===== src/rtl/sound_pkg.sv =====
// Shared types and default geometry for the sound RAM arbiter.
// Holds the FSM state encoding and the default slot timing.
// Imported by the slot timer and the arbiter top.
package sound_pkg;

  localparam int SOUND_ADDR_W      = 16;
  localparam int SOUND_DATA_W      = 8;
  localparam int SOUND_SLOT_CYCLES = 32;
  localparam int SOUND_DOC_PHASE   = 0;
  localparam int SOUND_HOST_PHASE  = 16;

  typedef enum logic [2:0] {
    ST_IDLE       = 3'd0,
    ST_DOC_ISSUE  = 3'd1,
    ST_DOC_DATA   = 3'd2,
    ST_HOST_ISSUE = 3'd3,
    ST_HOST_DATA  = 3'd4
  } state_t;

endpackage


===== src/rtl/sound_slot_timer.sv =====
// Free-running DOC-cycle phase counter with per-slot strobes.
// Strobes are combinational from the phase register (high for one clock per period).
// No backpressure: the counter never stalls.
module sound_slot_timer
  import sound_pkg::*;
#(
  parameter int SLOT_CYCLES = SOUND_SLOT_CYCLES,
  parameter int DOC_PHASE   = SOUND_DOC_PHASE,
  parameter int HOST_PHASE  = SOUND_HOST_PHASE
) (
  input  logic                           clk,
  input  logic                           reset,
  output logic [$clog2(SLOT_CYCLES)-1:0] phase,
  output logic                           doc_slot,
  output logic                           host_slot
);

  localparam int PW = $clog2(SLOT_CYCLES);
  localparam logic [PW-1:0] LAST_P = PW'(SLOT_CYCLES - 1);
  localparam logic [PW-1:0] DOC_P  = PW'(DOC_PHASE);
  localparam logic [PW-1:0] HOST_P = PW'(HOST_PHASE);

  // Phase advances every clock and wraps at the end of the DOC cycle.
  always_ff @(posedge clk) begin
    if (reset) begin
      phase <= '0;
    end else if (phase == LAST_P) begin
      phase <= '0;
    end else begin
      phase <= phase + 1'b1;
    end
  end

  assign doc_slot  = (phase == DOC_P);
  assign host_slot = (phase == HOST_P);

endmodule


===== src/rtl/sound_ram_arbiter.sv =====
// Time-slot arbiter sharing the sound RAM between DOC fetches and GLU host accesses.
// Latency: DOC/host result 2 edges after the issuing slot edge; host worst case SLOT_CYCLES+3.
// Host requests while host_busy are dropped; optional SOUND_RAM_SLOT_STEAL_EN lets the host use an idle DOC slot.
module sound_ram_arbiter
  import sound_pkg::*;
#(
  parameter int ADDR_W      = SOUND_ADDR_W,
  parameter int DATA_W      = SOUND_DATA_W,
  parameter int SLOT_CYCLES = SOUND_SLOT_CYCLES,
  parameter int DOC_PHASE   = SOUND_DOC_PHASE,
  parameter int HOST_PHASE  = SOUND_HOST_PHASE
) (
  input  logic                           clk,
  input  logic                           reset,
  input  logic                           doc_req,
  input  logic [ADDR_W-1:0]              doc_addr,
  output logic                           doc_rvalid,
  output logic [DATA_W-1:0]              doc_rdata,
  input  logic                           host_req,
  input  logic                           host_we,
  input  logic [ADDR_W-1:0]              host_addr,
  input  logic [DATA_W-1:0]              host_wdata,
  output logic                           host_busy,
  output logic                           host_ack,
  output logic [DATA_W-1:0]              host_rdata,
  output logic                           ram_en,
  output logic                           ram_we,
  output logic [ADDR_W-1:0]              ram_addr,
  output logic [DATA_W-1:0]              ram_wdata,
  input  logic [DATA_W-1:0]              ram_rdata,
  output logic [$clog2(SLOT_CYCLES)-1:0] slot_phase
);

  logic doc_slot;
  logic host_slot;

  sound_slot_timer #(
    .SLOT_CYCLES (SLOT_CYCLES),
    .DOC_PHASE   (DOC_PHASE),
    .HOST_PHASE  (HOST_PHASE)
  ) u_timer (
    .clk       (clk),
    .reset     (reset),
    .phase     (slot_phase),
    .doc_slot  (doc_slot),
    .host_slot (host_slot)
  );

  state_t              state, state_d;
  logic                pending, pending_d;
  logic                busy_d;
  logic                lat_we, lat_we_d;
  logic [ADDR_W-1:0]   lat_addr, lat_addr_d;
  logic [DATA_W-1:0]   lat_wdata, lat_wdata_d;
  logic                ram_en_d, ram_we_d;
  logic [ADDR_W-1:0]   ram_addr_d;
  logic [DATA_W-1:0]   ram_wdata_d;
  logic                doc_rvalid_d, host_ack_d;
  logic [DATA_W-1:0]   doc_rdata_d, host_rdata_d;
  logic                steal_ok;

  // Host may borrow the DOC slot only when the feature is built in and the DOC passes.
`ifdef SOUND_RAM_SLOT_STEAL_EN
  assign steal_ok = doc_slot && !doc_req;
`else
  assign steal_ok = 1'b0;
`endif

  // Next-state and next-output decode; strobes default low, data outputs hold.
  always_comb begin
    state_d      = state;
    pending_d    = pending;
    busy_d       = host_busy;
    lat_we_d     = lat_we;
    lat_addr_d   = lat_addr;
    lat_wdata_d  = lat_wdata;
    ram_en_d     = 1'b0;
    ram_we_d     = 1'b0;
    ram_addr_d   = ram_addr;
    ram_wdata_d  = ram_wdata;
    doc_rvalid_d = 1'b0;
    doc_rdata_d  = doc_rdata;
    host_ack_d   = 1'b0;
    host_rdata_d = host_rdata;

    // A new host request is only accepted when nothing is outstanding; the
    // pending register seen here is the pre-edge value, so a request captured
    // on the host slot edge cannot be issued on that same edge.
    if (host_req && !host_busy) begin
      busy_d      = 1'b1;
      pending_d   = 1'b1;
      lat_we_d    = host_we;
      lat_addr_d  = host_addr;
      lat_wdata_d = host_wdata;
    end

    case (state)
      ST_IDLE: begin
        if (doc_slot && doc_req) begin
          ram_en_d   = 1'b1;
          ram_addr_d = doc_addr;
          state_d    = ST_DOC_ISSUE;
        end else if (pending && (host_slot || steal_ok)) begin
          ram_en_d    = 1'b1;
          ram_we_d    = lat_we;
          ram_addr_d  = lat_addr;
          ram_wdata_d = lat_wdata;
          pending_d   = 1'b0;
          state_d     = ST_HOST_ISSUE;
        end
      end
      ST_DOC_ISSUE: begin
        state_d = ST_DOC_DATA;
      end
      ST_DOC_DATA: begin
        doc_rvalid_d = 1'b1;
        doc_rdata_d  = ram_rdata;
        state_d      = ST_IDLE;
      end
      ST_HOST_ISSUE: begin
        state_d = ST_HOST_DATA;
      end
      ST_HOST_DATA: begin
        host_ack_d = 1'b1;
        busy_d     = 1'b0;
        if (!lat_we) begin
          host_rdata_d = ram_rdata;
        end
        state_d = ST_IDLE;
      end
      default: begin
        state_d = ST_IDLE;
      end
    endcase
  end

  // State and registered outputs; reset abandons any access in flight.
  always_ff @(posedge clk) begin
    if (reset) begin
      state      <= ST_IDLE;
      pending    <= 1'b0;
      host_busy  <= 1'b0;
      lat_we     <= 1'b0;
      lat_addr   <= '0;
      lat_wdata  <= '0;
      ram_en     <= 1'b0;
      ram_we     <= 1'b0;
      ram_addr   <= '0;
      ram_wdata  <= '0;
      doc_rvalid <= 1'b0;
      doc_rdata  <= '0;
      host_ack   <= 1'b0;
      host_rdata <= '0;
    end else begin
      state      <= state_d;
      pending    <= pending_d;
      host_busy  <= busy_d;
      lat_we     <= lat_we_d;
      lat_addr   <= lat_addr_d;
      lat_wdata  <= lat_wdata_d;
      ram_en     <= ram_en_d;
      ram_we     <= ram_we_d;
      ram_addr   <= ram_addr_d;
      ram_wdata  <= ram_wdata_d;
      doc_rvalid <= doc_rvalid_d;
      doc_rdata  <= doc_rdata_d;
      host_ack   <= host_ack_d;
      host_rdata <= host_rdata_d;
    end
  end

endmodule


===== config.mk =====
export PLATFORM = sky130hd
export DESIGN_NAME = sound_ram_arbiter
export DESIGN_NICKNAME = d
export VERILOG_FILES = /design/src/rtl/sound_pkg.sv /design/src/rtl/sound_slot_timer.sv /design/src/rtl/sound_ram_arbiter.sv
export SDC_FILE = /design/constraint.sdc
export NUM_CORES = 1
export LEC_CHECK = 0
export BUFFER_PORTS_ARGS = -buffer_cell sky130_fd_sc_hd__buf_4
export CORE_MARGIN = 2
export CORE_UTILIZATION = 46
export DETAILED_ROUTE_END_ITERATION = 10
export PLACE_DENSITY = 0.7
export SYNTH_ARGS = -nofsm -noshare
export SYNTH_HDL_FRONTEND = slang
export SYNTH_HIERARCHICAL = 1
export SYNTH_SLANG_ARGS = --single-unit
export TNS_END_PERCENT = 100

===== constraint.sdc =====
create_clock -name clk -period 2.4 [get_ports clk]
set_input_delay 0.24 -clock clk [delete_from_list [all_inputs] [get_ports clk]]
set_output_delay 0.24 -clock clk [all_outputs]
set_load 0.02 [all_outputs]

# Word-level counts from Yosys, hierarchy flattened
# Index checks and enable logic that the tools add are counted.
# Widths: inputs -> output; s select.
dict set report op_classes {
  n_mux 13
  addsub 1
  n_reduce_logical 14
  n_bitwise 4
  eq_ne 7
}
# cell count
set op_table {}
lappend op_table {{$mux 16} 2}
lappend op_table {{$eq 5x5->1 const B} 2}
lappend op_table {{$pmux 3 s3} 1}
lappend op_table {{$mux 1} 8}
lappend op_table {{$eq 3x2->1 const B} 2}
lappend op_table {{$mux 3} 2}
lappend op_table {{$reduce_or 2->1} 3}
lappend op_table {{$add 5x1->5 const B} 1}
lappend op_table {{$logic_not 5->1} 1}
lappend op_table {{$not 1->1} 4}
lappend op_table {{$reduce_and 2->1} 2}
lappend op_table {{$reduce_or 4->1} 1}
lappend op_table {{$eq 3x1->1 const B} 1}
lappend op_table {{$eq 3x3->1 const B} 1}
lappend op_table {{$logic_and 1x1->1} 3}
lappend op_table {{$logic_not 3->1} 1}
lappend op_table {{$ne 3x3->1 const B} 1}
lappend op_table {{$reduce_and 3->1} 1}
lappend op_table {{$reduce_bool 2->1} 1}
lappend op_table {{$logic_not 1->1} 1}
dict set report totals {
  output_inout_bits 50
  word_cells 54
  reg_bits 79
  inputBits 53
}

# Depth between registers and ports, before layout
# Gate-level depths: netlist (run 1).
dict set report logic_depth {
  depth_word 6
  mapped_depth 8
  ltp_nobuf 6
}

# Cells and area by module
# The synthesis (run 1) kept the hierarchy.
# module seq_area_each_um2 instances cells_per_inst area_per_inst_um2
set by_module_without_submodules {}
lappend by_module_without_submodules {sound_ram_arbiter 1481.4 1 337 2861.5}
lappend by_module_without_submodules {sound_slot_timer 100.1 1 22 241.5}

# Worst setup path before layout (run 1)
# Ideal clock, no wire load.
dict set report synth_timing {
  kind {register to register}
  start {register u_timer.phase[0]}
  end {register ram_addr[10]}
  required_ns 2.309
  arrival_ns 1.854
  synth_period_minus_slack_ns 1.945
  stages_incl_launch_ff 9
  setup_ns 0.091
  n_path_buf 2
  setup_slack_ns 0.455
  path_cell_list {dfxtp_1 inv_1 ha_1 nor4bb_1 a22o_1 buf_2 buf_2 a21oi_1 a311oi_1}
}
dict set report synth_via {
  elab_chain_len 4
}
# element line_no
set synth_lines {}
lappend synth_lines {{start, declared} sound_slot_timer.sv:13} ;# output logic [$clog2(SLOT_CYCLES)-1:0] phase,
lappend synth_lines {{start signal, assigned} sound_slot_timer.sv:30} ;# phase <= phase + 1'b1;
lappend synth_lines {{$eq 5x5->1} sound_slot_timer.sv:35} ;# assign host_slot = (phase == HOST_P);
lappend synth_lines {{named net host_slot} sound_ram_arbiter.sv:35} ;# logic host_slot;
lappend synth_lines {{$logic_and 1x1->1} sound_ram_arbiter.sv:103} ;# end else if (pending && (host_slot || steal_ok)) begin
lappend synth_lines {{$reduce_bool 2->1 (no source line)} --}
lappend synth_lines {{$reduce_and 2->1 (no source line)} --}
lappend synth_lines {{end signal, assigned} sound_ram_arbiter.sv:163} ;# ram_addr <= ram_addr_d;
lappend synth_lines {{end, declared} sound_ram_arbiter.sv:28} ;# output logic [ADDR_W-1:0] ram_addr,
# The timed path passes the listed nets, and every way through them passes these cells.
# A chain may end at the register's enable or synchronous reset.

# Worst setup path in the final report (run 1)
dict set report layout_timing {
  start {register u_timer.phase[0]}
  end {register ram_addr[2]}
}
# Same word-level chain as after synthesis.

==> impl_metrics.env, run 1 <==
export IMPL_slew_headroom_pct=49.7
export IMPL_cts_resized=0
export IMPL_grt_pass1_wl_um=12400
export IMPL_ctsLongestPathBuffers=2
export IMPL_cts_setup_buffers=0
export IMPL_fin_util_pct=65.1
export IMPL_synth_compound_area_share_pct=17.1
export IMPL_clock_sinks=79
export IMPL_die_w_um=86.1
export IMPL_power_leakage_nw=1.70
export IMPL_rsz0062_at_grt="false"
export IMPL_drt_first_pass_iters=4
export IMPL_multiInputGateArea_sq_mm=0.00136
export IMPL_synthMuxAreaShare_pct=3.06
export IMPL_drcViolationCount=0
export IMPL_start_util_pct=48.3
export IMPL_power_frac_seq_pct=42.9
export IMPL_ir_drop_uv=399
export IMPL_clock_root_buffer="clkbuf_8"
export IMPL_ys_top_cells_by_area="dfxtp_1 (51%), nand2_1 (12%), a21oi_1 (9.4%), a311oi_1 (4.8%), mux2i_1 (2.6%)"
export IMPL_clock_skew_ps=8.23
export IMPL_drt_initial_drc_count=104
export IMPL_yosysWarnings=6
export IMPL_final_seq_area_sq_mm=0.00158
export IMPL_syn_to_final_growth_pct=34.7
export IMPL_wire_per_inst_um=14.3
export IMPL_ys_ff_latch=79
export IMPL_globalplace_congestion=0.749
export IMPL_synth_cell_area_sq_mm=0.00310
export IMPL_holdPathStages=3
export IMPL_netlist_top_cells_count="nand2_1 (101), dfxtp_1 (79), a21oi_1 (58)"
export IMPL_clock_power_share_pct=44.2
export IMPL_start_kind="register"
export IMPL_r2r_slack_ps=250
export IMPL_synth_area_leader_cell="dfxtp_1"
export IMPL_routed_via_count=2780
export IMPL_yosysMostFrequentCell="nand2_1"
export IMPL_synthArstFlopShare_pct=0
export IMPL_synth_fa_ha_area_share_pct=1.21
export IMPL_port_buffers=102
export IMPL_track_usage_pct=21.0
export IMPL_nets=505
export IMPL_maxSlewViolCount=0
export IMPL_diodes=0
export IMPL_synth_simple_area_share_pct=21.9
export IMPL_htreeDepth=3
export IMPL_cts_tree="built"
export IMPL_fin_crit_sh_pct=89.5
export IMPL_hpwlAfterDp_um=5070
export IMPL_sw_frac_of_total_pct=22.5
export IMPL_switching_power_w=0.000747
export IMPL_syn_nets=415
export IMPL_synth_top_family_by_area="simple AND/OR/NAND/NOR gates"
export IMPL_grt_pass1_vias=2692
export IMPL_endpoint_kind="register"
export IMPL_period_needed_ps=2150
export IMPL_drive_gt1_share_pct=29.5
export IMPL_nFillCells=587
export IMPL_ios=103
export IMPL_hold_viol_final=0
export IMPL_tightest_slew_ps=752
export IMPL_antenna_found_initial=0
export IMPL_synth_flop_cell="dfxtp_1"
export IMPL_comb_power_share_pct=12.9
export IMPL_ys_types=36
export IMPL_die_h_um=86.1
export IMPL_wl_um=7580
export IMPL_synth_seq_area_share_pct=51.0
export IMPL_tns_ps=0
export IMPL_hold_buffers=0
export IMPL_setup_viol=0
export IMPL_syn_inst=359
export IMPL_insertion_delay_ps=340
export IMPL_hold_path_class="in -> reg"
export IMPL_cp_max_fo=16
export IMPL_synthXorXnorAreaFrac_pct=0.282
export IMPL_path_clk_slew_ps=80
export IMPL_grt_max_degree=57
export IMPL_rows=29
export IMPL_clock_fmax_ghz=0.466
export IMPL_core_sq_mm=0.00642
export IMPL_ant_nets=0
export IMPL_synth_top_area_share_pct=51.0
export IMPL_cp_data_required_time_ps=2590
export IMPL_cap_violations=0
export IMPL_status="finished, final reports clean"
export IMPL_die_area_sq_mm=0.00742
export IMPL_grt_overflow=0
export IMPL_internal_power_w=0.00257
export IMPL_synth_edff_count=0
export IMPL_avgSynthCellArea_sq_um=8.64
export IMPL_viasPerCell=5.24
export IMPL_power_density_mw_per_mm2=794
export IMPL_worstPathArrival_ps=2330
export IMPL_ff2ff_path_depth=6
export IMPL_numCtsBuffers=9
export IMPL_path_class="reg -> reg"
layout make-up:
cell class	count	area share (%)
timing repair buffer	110	19.8
clock inverter	6	4.31
multi-input combinational	247	32.6
clock buffer	10	3.05
tap	77	2.30
sequential	79	37.8
inverter	2	0.180
layout by cell type, fill, tap and decap left out:
master	n
a211oi_1	1
a21oi_1	58
a21oi_4	1
a22o_1	1
a311oi_1	17
and2_1	2
and3_1	1
buf_4	110
bufinv_16	6
clkbuf_1	1
clkbuf_8	9
dfxtp_1	79
ha_1	3
inv_1	2
mux2_4	1
mux2i_1	8
nand2_1	101
nand2_2	1
nand2b_1	1
nand3_1	1
nand3_2	1
nand4_1	8
nor2_1	12
nor2b_1	1
nor2b_2	1
nor3_1	5
nor3_4	1
nor3b_1	5
nor3b_2	1
nor4_1	1
nor4b_1	1
nor4b_2	1
nor4bb_1	1
o31ai_1	8
or3_4	1
or4b_1	1
xnor2_1	1
registers in the layout (all words and copies together), names as in the netlist:
| register | cells |
|---|---|
| doc_rdata | 8 |
| doc_rvalid | 1 |
| host_ack | 1 |
| host_busy | 1 |
| host_rdata | 8 |
| lat_addr | 16 |
| lat_wdata | 8 |
| lat_we | 1 |
| pending | 1 |
| ram_addr | 16 |
| ram_en | 1 |
| ram_wdata | 8 |
| ram_we | 1 |
| state | 3 |
| u_timer/phase | 5 |
worst max-delay path, cell delays in order, from the launching register on:
cell	delay, ps
dfxtp_1	360
inv_1	70
ha_1	160
nor4bb_1	490
nand2_2	260
a21oi_4	470
a311oi_1	180
final timing paths:
check / start / end
max reg2reg: u_timer/phase[0] / ram_addr[2]
min: host_addr[7] / lat_addr[7]
min reg2reg: lat_addr[4] / lat_addr[4]
max: u_timer/phase[0] / ram_addr[2]
logic make-up after synthesis:
logic type	after synthesis
compound gates	86
mux	9
buf+inv	33
fa+ha+maj	3
xor+xnor	1
simple gates	148
flops	79
per-stage QoR:
stage	setup WS [ps]	hold slack (ps)	area, sq um	power [W]	cells
finish	253	137	4180	0.00332	531
CTS	252	131	4180	0.00334	531
global route	57.6	130	4180	0.00346	531
detailed placement	268	447	3870	0.00188	515
floorplan	455	311	3100	0.00170	359
global placement	358	443	3870	0.00187	515
power groups by stage:
stage,logic [W],clock network (W),registers (W)
2_1_floorplan,0.000215,0,0.00149
3_3_place_gp,0.000422,0,0.00145
3_5_place_dp,0.000431,0,0.00145
4_1_cts,0.000432,0.00149,0.00142
5_1_grt,0.000468,0.00156,0.00143
6_report,0.000428,0.00147,0.00142
metal layers:
metal	wire, um	track usage (%)	share of wire [%]
met1	3140	25.9	41
met2	3780	35.2	50
met3	544	4.23	7.2
met4	107	9.24	1.4
met5	0	0	0
(Power assumes the default switching activity.)
==> run 2: changes to the inputs <==
Clock period 2.4 ns to 2.5 ns, I/O delays scaled along.
==> run 2 against run 1 <==
  * Flip-flop and latch count unchanged
  * Maximum frequency up 0.50%
  * Design area down 0.99%
  * Register-to-register slack better by 110 ps
  * Utilization down 0.64 points
  * Sequential share of layout area up 0.38 points
  * First-iteration DRC count up 56%
  * Via count up 0.14%
  * Critical path depth unchanged
  * Largest power group is now sequential cells
==> impl_metrics.env, run 2 (synthesized netlist as in run 1, its figures left out) <==
export IMPL_start_util_pct=48.3
export IMPL_clock_root_buffer="clkbuf_8"
export IMPL_cts_setup_buffers=0
export IMPL_reg_top3="lat_addr: 16 flops, ram_addr: 16 flops"
export IMPL_ctsLongestPathBuffers=2
export IMPL_maxSlewViolCount=0
export IMPL_use_met2_pct=33.8
export IMPL_fin_crit_sh_pct=85.5
export IMPL_endpoint_kind="register"
export IMPL_met1_usage_pct=27.5
export IMPL_path_clk_slew_ps=90
export IMPL_holdWs_ps=147
export IMPL_power_frac_seq_pct=45.2
export IMPL_busiest_layer="met2"
export IMPL_drt_initial_drc_count=162
export IMPL_power_leakage_nw=1.68
export IMPL_die_h_um=86.1
export IMPL_fin_util_pct=64.4
export IMPL_hpwlAfterDp_um=5100
export IMPL_start_kind="register"
export IMPL_nets=505
export IMPL_cts_resized=0
export IMPL_cts_tree="built"
export IMPL_antenna_found_initial=0
export IMPL_path_class="reg -> reg"
export IMPL_clock_skew_ps=11.3
export IMPL_power_density_mw_per_mm2=731
export IMPL_drive_gt1_share_pct=29.6
export IMPL_status="finished, final reports clean"
export IMPL_ir_drop_uv=364
export IMPL_fin_cells=530
export IMPL_rsz0062_at_grt="false"
export IMPL_grt_overflow=0
export IMPL_grt_pass1_vias=2597
export IMPL_rows=29
export IMPL_globalRouteMet3Util_pct=5.87
export IMPL_tns_ps=0
export IMPL_diodes=0
export IMPL_tightest_slew_ps=713
export IMPL_port_buffers=102
export IMPL_routed_via_count=2784
export IMPL_die_w_um=86.1
export IMPL_globalplace_congestion=0.764
export IMPL_comb_power_share_pct=13.7
export IMPL_die_area_sq_mm=0.00742
export IMPL_setup_viol=0
export IMPL_cap_violations=0
export IMPL_core_sq_mm=0.00642
export IMPL_worstPathArrival_ps=2320
export IMPL_syn_to_final_growth_pct=33.4
export IMPL_track_usage_pct=21.0
export IMPL_internal_power_w=0.00229
export IMPL_viasPerCell=5.25
export IMPL_cp_max_fo=16
export IMPL_cp_data_required_time_ps=2680
export IMPL_clock_power_share_pct=41.2
export IMPL_hold_buffers=0
export IMPL_insertion_delay_ps=340
export IMPL_dp_cells=515
export IMPL_ios=103
export IMPL_sw_frac_of_total_pct=24.2
export IMPL_switching_power_w=0.000733
export IMPL_clock_sinks=79
export IMPL_numCtsBuffers=9
export IMPL_clock_fmax_ghz=0.468
export IMPL_slew_headroom_pct=52.4
export IMPL_wire_per_inst_um=14.6
export IMPL_grt_max_degree=63
export IMPL_wl_um=7750
export IMPL_period_needed_ps=2140
export IMPL_final_common_cell="buf_4"
export IMPL_drcViolationCount=0
export IMPL_hold_viol_final=0
export IMPL_htreeDepth=3
export IMPL_mostFrequentLayoutCells="buf_4 (110), nand2_1 (101), dfxtp_1 (79)"
export IMPL_drt_first_pass_iters=4
export IMPL_grt_pass1_wl_um=12400
export IMPL_ant_nets=0
export IMPL_hold_path_class="in -> reg"
run 2: cell types whose count changed in the layout (fill, tap and decap cells not counted), sizes merged:
cell | previous run | this run
bufinv | 6 | 4
inv | 2 | 3
run 2: path summary, 6_finish.rpt:
check	from	to	slack (ps)	depth (start not counted)
max	u_timer/phase[0]	ram_addr[4]	360	6
min reg2reg	lat_addr[15]	lat_addr[15]	460	2
min	host_addr[7]	lat_addr[7]	150	3
max reg2reg	u_timer/phase[0]	ram_addr[4]	360	6
run 2: layout make-up:
type,count,area (sq um)
inverters,2,7.51
fillers,573,2280
clock inverters,5,129
repair buffers,110,826
well taps,77,96.3
clock buffers,10,138
multi-input cells,247,1360
flip-flops and latches,79,1580
run 2: routing by layer:
layer / vias to the layer above / part of all wire, % / wire length (um)
li1: 1423 / - / -
met1: 1280 / 45 / 3490
met2: 72 / 49 / 3780
met3: 9 / 5.2 / 403
met4: 0 / 1.0 / 80
met5: - / 0 / 0
run 2: worst max-delay path: stages, from the launching register on:
cell and delay, ps:
dfxtp_1 360, inv_1 70, ha_1 160, nor4bb_1 480, nand2_2 260, a21oi_4 480, a311oi_1 180
run 2: stage by stage:
step	power, W	instance area (sq um)	setup WS [ps]
detailed placement	0.00181	3870	413
CTS	0.00304	4140	400
global route	0.00314	4140	256
floorplan	0.00164	3100	555
global placement	0.00180	3870	477
finish	0.00303	4140	363
run 2: power groups by stage:
stage	clock, W	sequential, W	combinational [W]
2_1_floorplan	0	0.00143	0.000206
4_1_cts	0.00126	0.00137	0.000415
3_3_place_gp	0	0.00140	0.000404
6_report	0.00125	0.00137	0.000413
3_5_place_dp	0	0.00140	0.000416
5_1_grt	0.00131	0.00138	0.000453
==> run 3: changes to the inputs <==
==> constraint.sdc (replaced) <==
create_clock -name clk -period 2.5 [get_ports clk]
set_input_delay 0.5 -clock clk [delete_from_list [all_inputs] [get_ports clk]]
set_output_delay 0.5 -clock clk [all_outputs]
set_load 0.02 [all_outputs]
==> run 3 against run 2 <==
  * Global-route usage grew 0.36 points
  * Sequential share of layout area grew 1.1 points
  * Setup slack lost 3.4 ps
  * Power shrank 16%
  * Worst hold slack gained 250 ps
  * Die area unchanged
  * Non-clock buffer count increased by 1
  * Maximum frequency down 0.16%
  * Via count is 0.75% higher
  * Cell count is the same
  * Routed wire length decreased by 0.68%
  * Utilization shrank 1.8 points
==> impl_metrics.env, run 3 (synthesized netlist as in run 1, its figures left out) <==
export IMPL_path_class="reg -> reg"
export IMPL_syn_to_final_growth_pct=29.7
export IMPL_maxSlewViolCount=0
export IMPL_hpwlAfterDp_um=5230
export IMPL_power_leakage_nw=1.63
export IMPL_crit_cells=6
export IMPL_grt_pass1_vias=2726
export IMPL_numCtsBuffers=9
export IMPL_fin_crit_sh_pct=85.6
export IMPL_clock_sinks=79
export IMPL_ctsLongestPathBuffers=2
export IMPL_critPathMaxStageDelay_ps=500
export IMPL_fin_cells=530
export IMPL_dp_cells=516
export IMPL_core_sq_mm=0.00642
export IMPL_cap_violations=0
export IMPL_diodes=0
export IMPL_grt_pass1_wl_um=12500
export IMPL_mostFrequentLayoutCells="buf_4 (111), nand2_1 (101), dfxtp_1 (79)"
export IMPL_port_buffers=102
export IMPL_slew_headroom_pct=47.8
export IMPL_worstReg2RegStart="u_timer/phase[0]"
export IMPL_power_w=0.00255
export IMPL_wl_um=7700
export IMPL_hold_path_class="in -> reg"
export IMPL_crit_buf_inv=1
export IMPL_slowest_stage="nor4bb_1"
export IMPL_hold_viol_final=0
export IMPL_grt_max_degree=33
export IMPL_hold_buffers=0
export IMPL_die_w_um=86.1
export IMPL_reg_top3="lat_addr: 16 flops, ram_addr: 16 flops"
export IMPL_tns_ps=0
export IMPL_setup_viol=0
export IMPL_final_common_cell="buf_4"
export IMPL_clock_skew_ps=3.85
export IMPL_htreeDepth=3
export IMPL_endpoint_kind="register"
export IMPL_viasPerCell=5.29
export IMPL_worstPathArrival_ps=2340
export IMPL_drt_initial_drc_count=109
export IMPL_grt_overflow=0
export IMPL_ff2ff_path_depth=6
export IMPL_ios=103
export IMPL_rows=29
export IMPL_die_h_um=86.1
export IMPL_critPathLaunch="u_timer/phase[0]"
export IMPL_routed_via_count=2805
export IMPL_drt_first_pass_iters=4
export IMPL_status="finished, final reports clean"
export IMPL_drive_gt1_share_pct=28.9
export IMPL_globalplace_congestion=0.763
export IMPL_cts_resized=0
export IMPL_endpoint="ram_addr[4]"
export IMPL_cts_setup_buffers=0
export IMPL_nets=506
export IMPL_die_area_sq_mm=0.00742
export IMPL_cp_max_fo=16
export IMPL_antenna_found_initial=0
export IMPL_tightest_slew_ps=781
export IMPL_path_cells="inv_1 -> ha_1 -> nor4bb_1 -> nand2_2 -> a21oi_4 -> a311oi_1"
export IMPL_rsz0062_at_grt="false"
export IMPL_holdPathStages=3
export IMPL_cts_tree="built"
export IMPL_wire_per_inst_um=14.5
export IMPL_cp_data_required_time_ps=2700
export IMPL_critPathTopFamily="simple AND/OR/NAND/NOR gates"
export IMPL_clock_fmax_ghz=0.467
export IMPL_r2r_end="ram_addr[4]"
export IMPL_start_kind="register"
export IMPL_ant_nets=0
export IMPL_ir_drop_uv=404
export IMPL_start_util_pct=48.3
export IMPL_r2r_slack_ps=360
export IMPL_drcViolationCount=0
export IMPL_power_density_mw_per_mm2=632
export IMPL_period_needed_ps=2140
export IMPL_track_usage_pct=21.4
export IMPL_path_clk_slew_ps=70
export IMPL_insertion_delay_ps=340
export IMPL_clock_root_buffer="clkbuf_8"
==> run 3: cell types whose count changed in the layout (fill, tap and decap cells not counted), sizes merged <==
| cell | delta |
|---|---|
| buf | +1 |
| bufinv | -4 |
| clkbuf | +2 |
| clkinv | +2 |
| inv | -1 |
==> run 3: layer usage <==
layer,routed length (um),global-route usage [%]
met4,120,8.23
met3,440,5.10
met2,3750,36.6
met1,3390,25.8
met5,0,0
==> run 3: how the worst min path moves through the flow <==
stage / start / to / slack [ps]
after floorplan: lat_addr[0] / lat_addr[0] / 440
after global placement: lat_addr[5] / lat_addr[5] / 440
after detailed placement: lat_addr[6] / lat_addr[6] / 450
after CTS: host_addr[11] / lat_addr[11] / 390
after global routing: ram_rdata[1] / doc_rdata[1] / 390
final: host_addr[2] / lat_addr[2] / 400
==> run 3: layout make-up <==
class	count	area [sq um]
fillers	588	2400
flip-flops and latches	79	1580
multi-input cells	247	1360
repair buffers	111	833
clock buffers	12	135
well taps	77	96.3
clock inverters	2	10.0
inverters	2	7.51
==> run 3: tightest hold or removal path: stages <==
cell     delay, ps
buf_4          110
nand2_1         40
a21oi_1         50
==> run 3: metrics by stage <==
step	setup slack, ps	util [%]	hold WS [ps]	cell area [sq um]
global placement	478	60.4	443	3880
detailed placement	381	60.4	447	3880
global route	145	62.7	394	4030
finish	360	62.7	396	4030
CTS	382	62.7	392	4030
floorplan	555	-	437	3100
==> run 3: report_power, final <==
| part | leakage (nW) | total [W] | switching, W | internal (W) |
|---|---|---|---|---|
| Combinational | 0.905 | 0.000414 | 0.000232 | 0.000182 |
| Clock | 0.0761 | 0.000763 | 0.000416 | 0.000347 |
| Sequential | 0.645 | 0.00137 | 0.0000453 | 0.00132 |
| Total | 1.63 | 0.00255 | 0.000693 | 0.00185 |
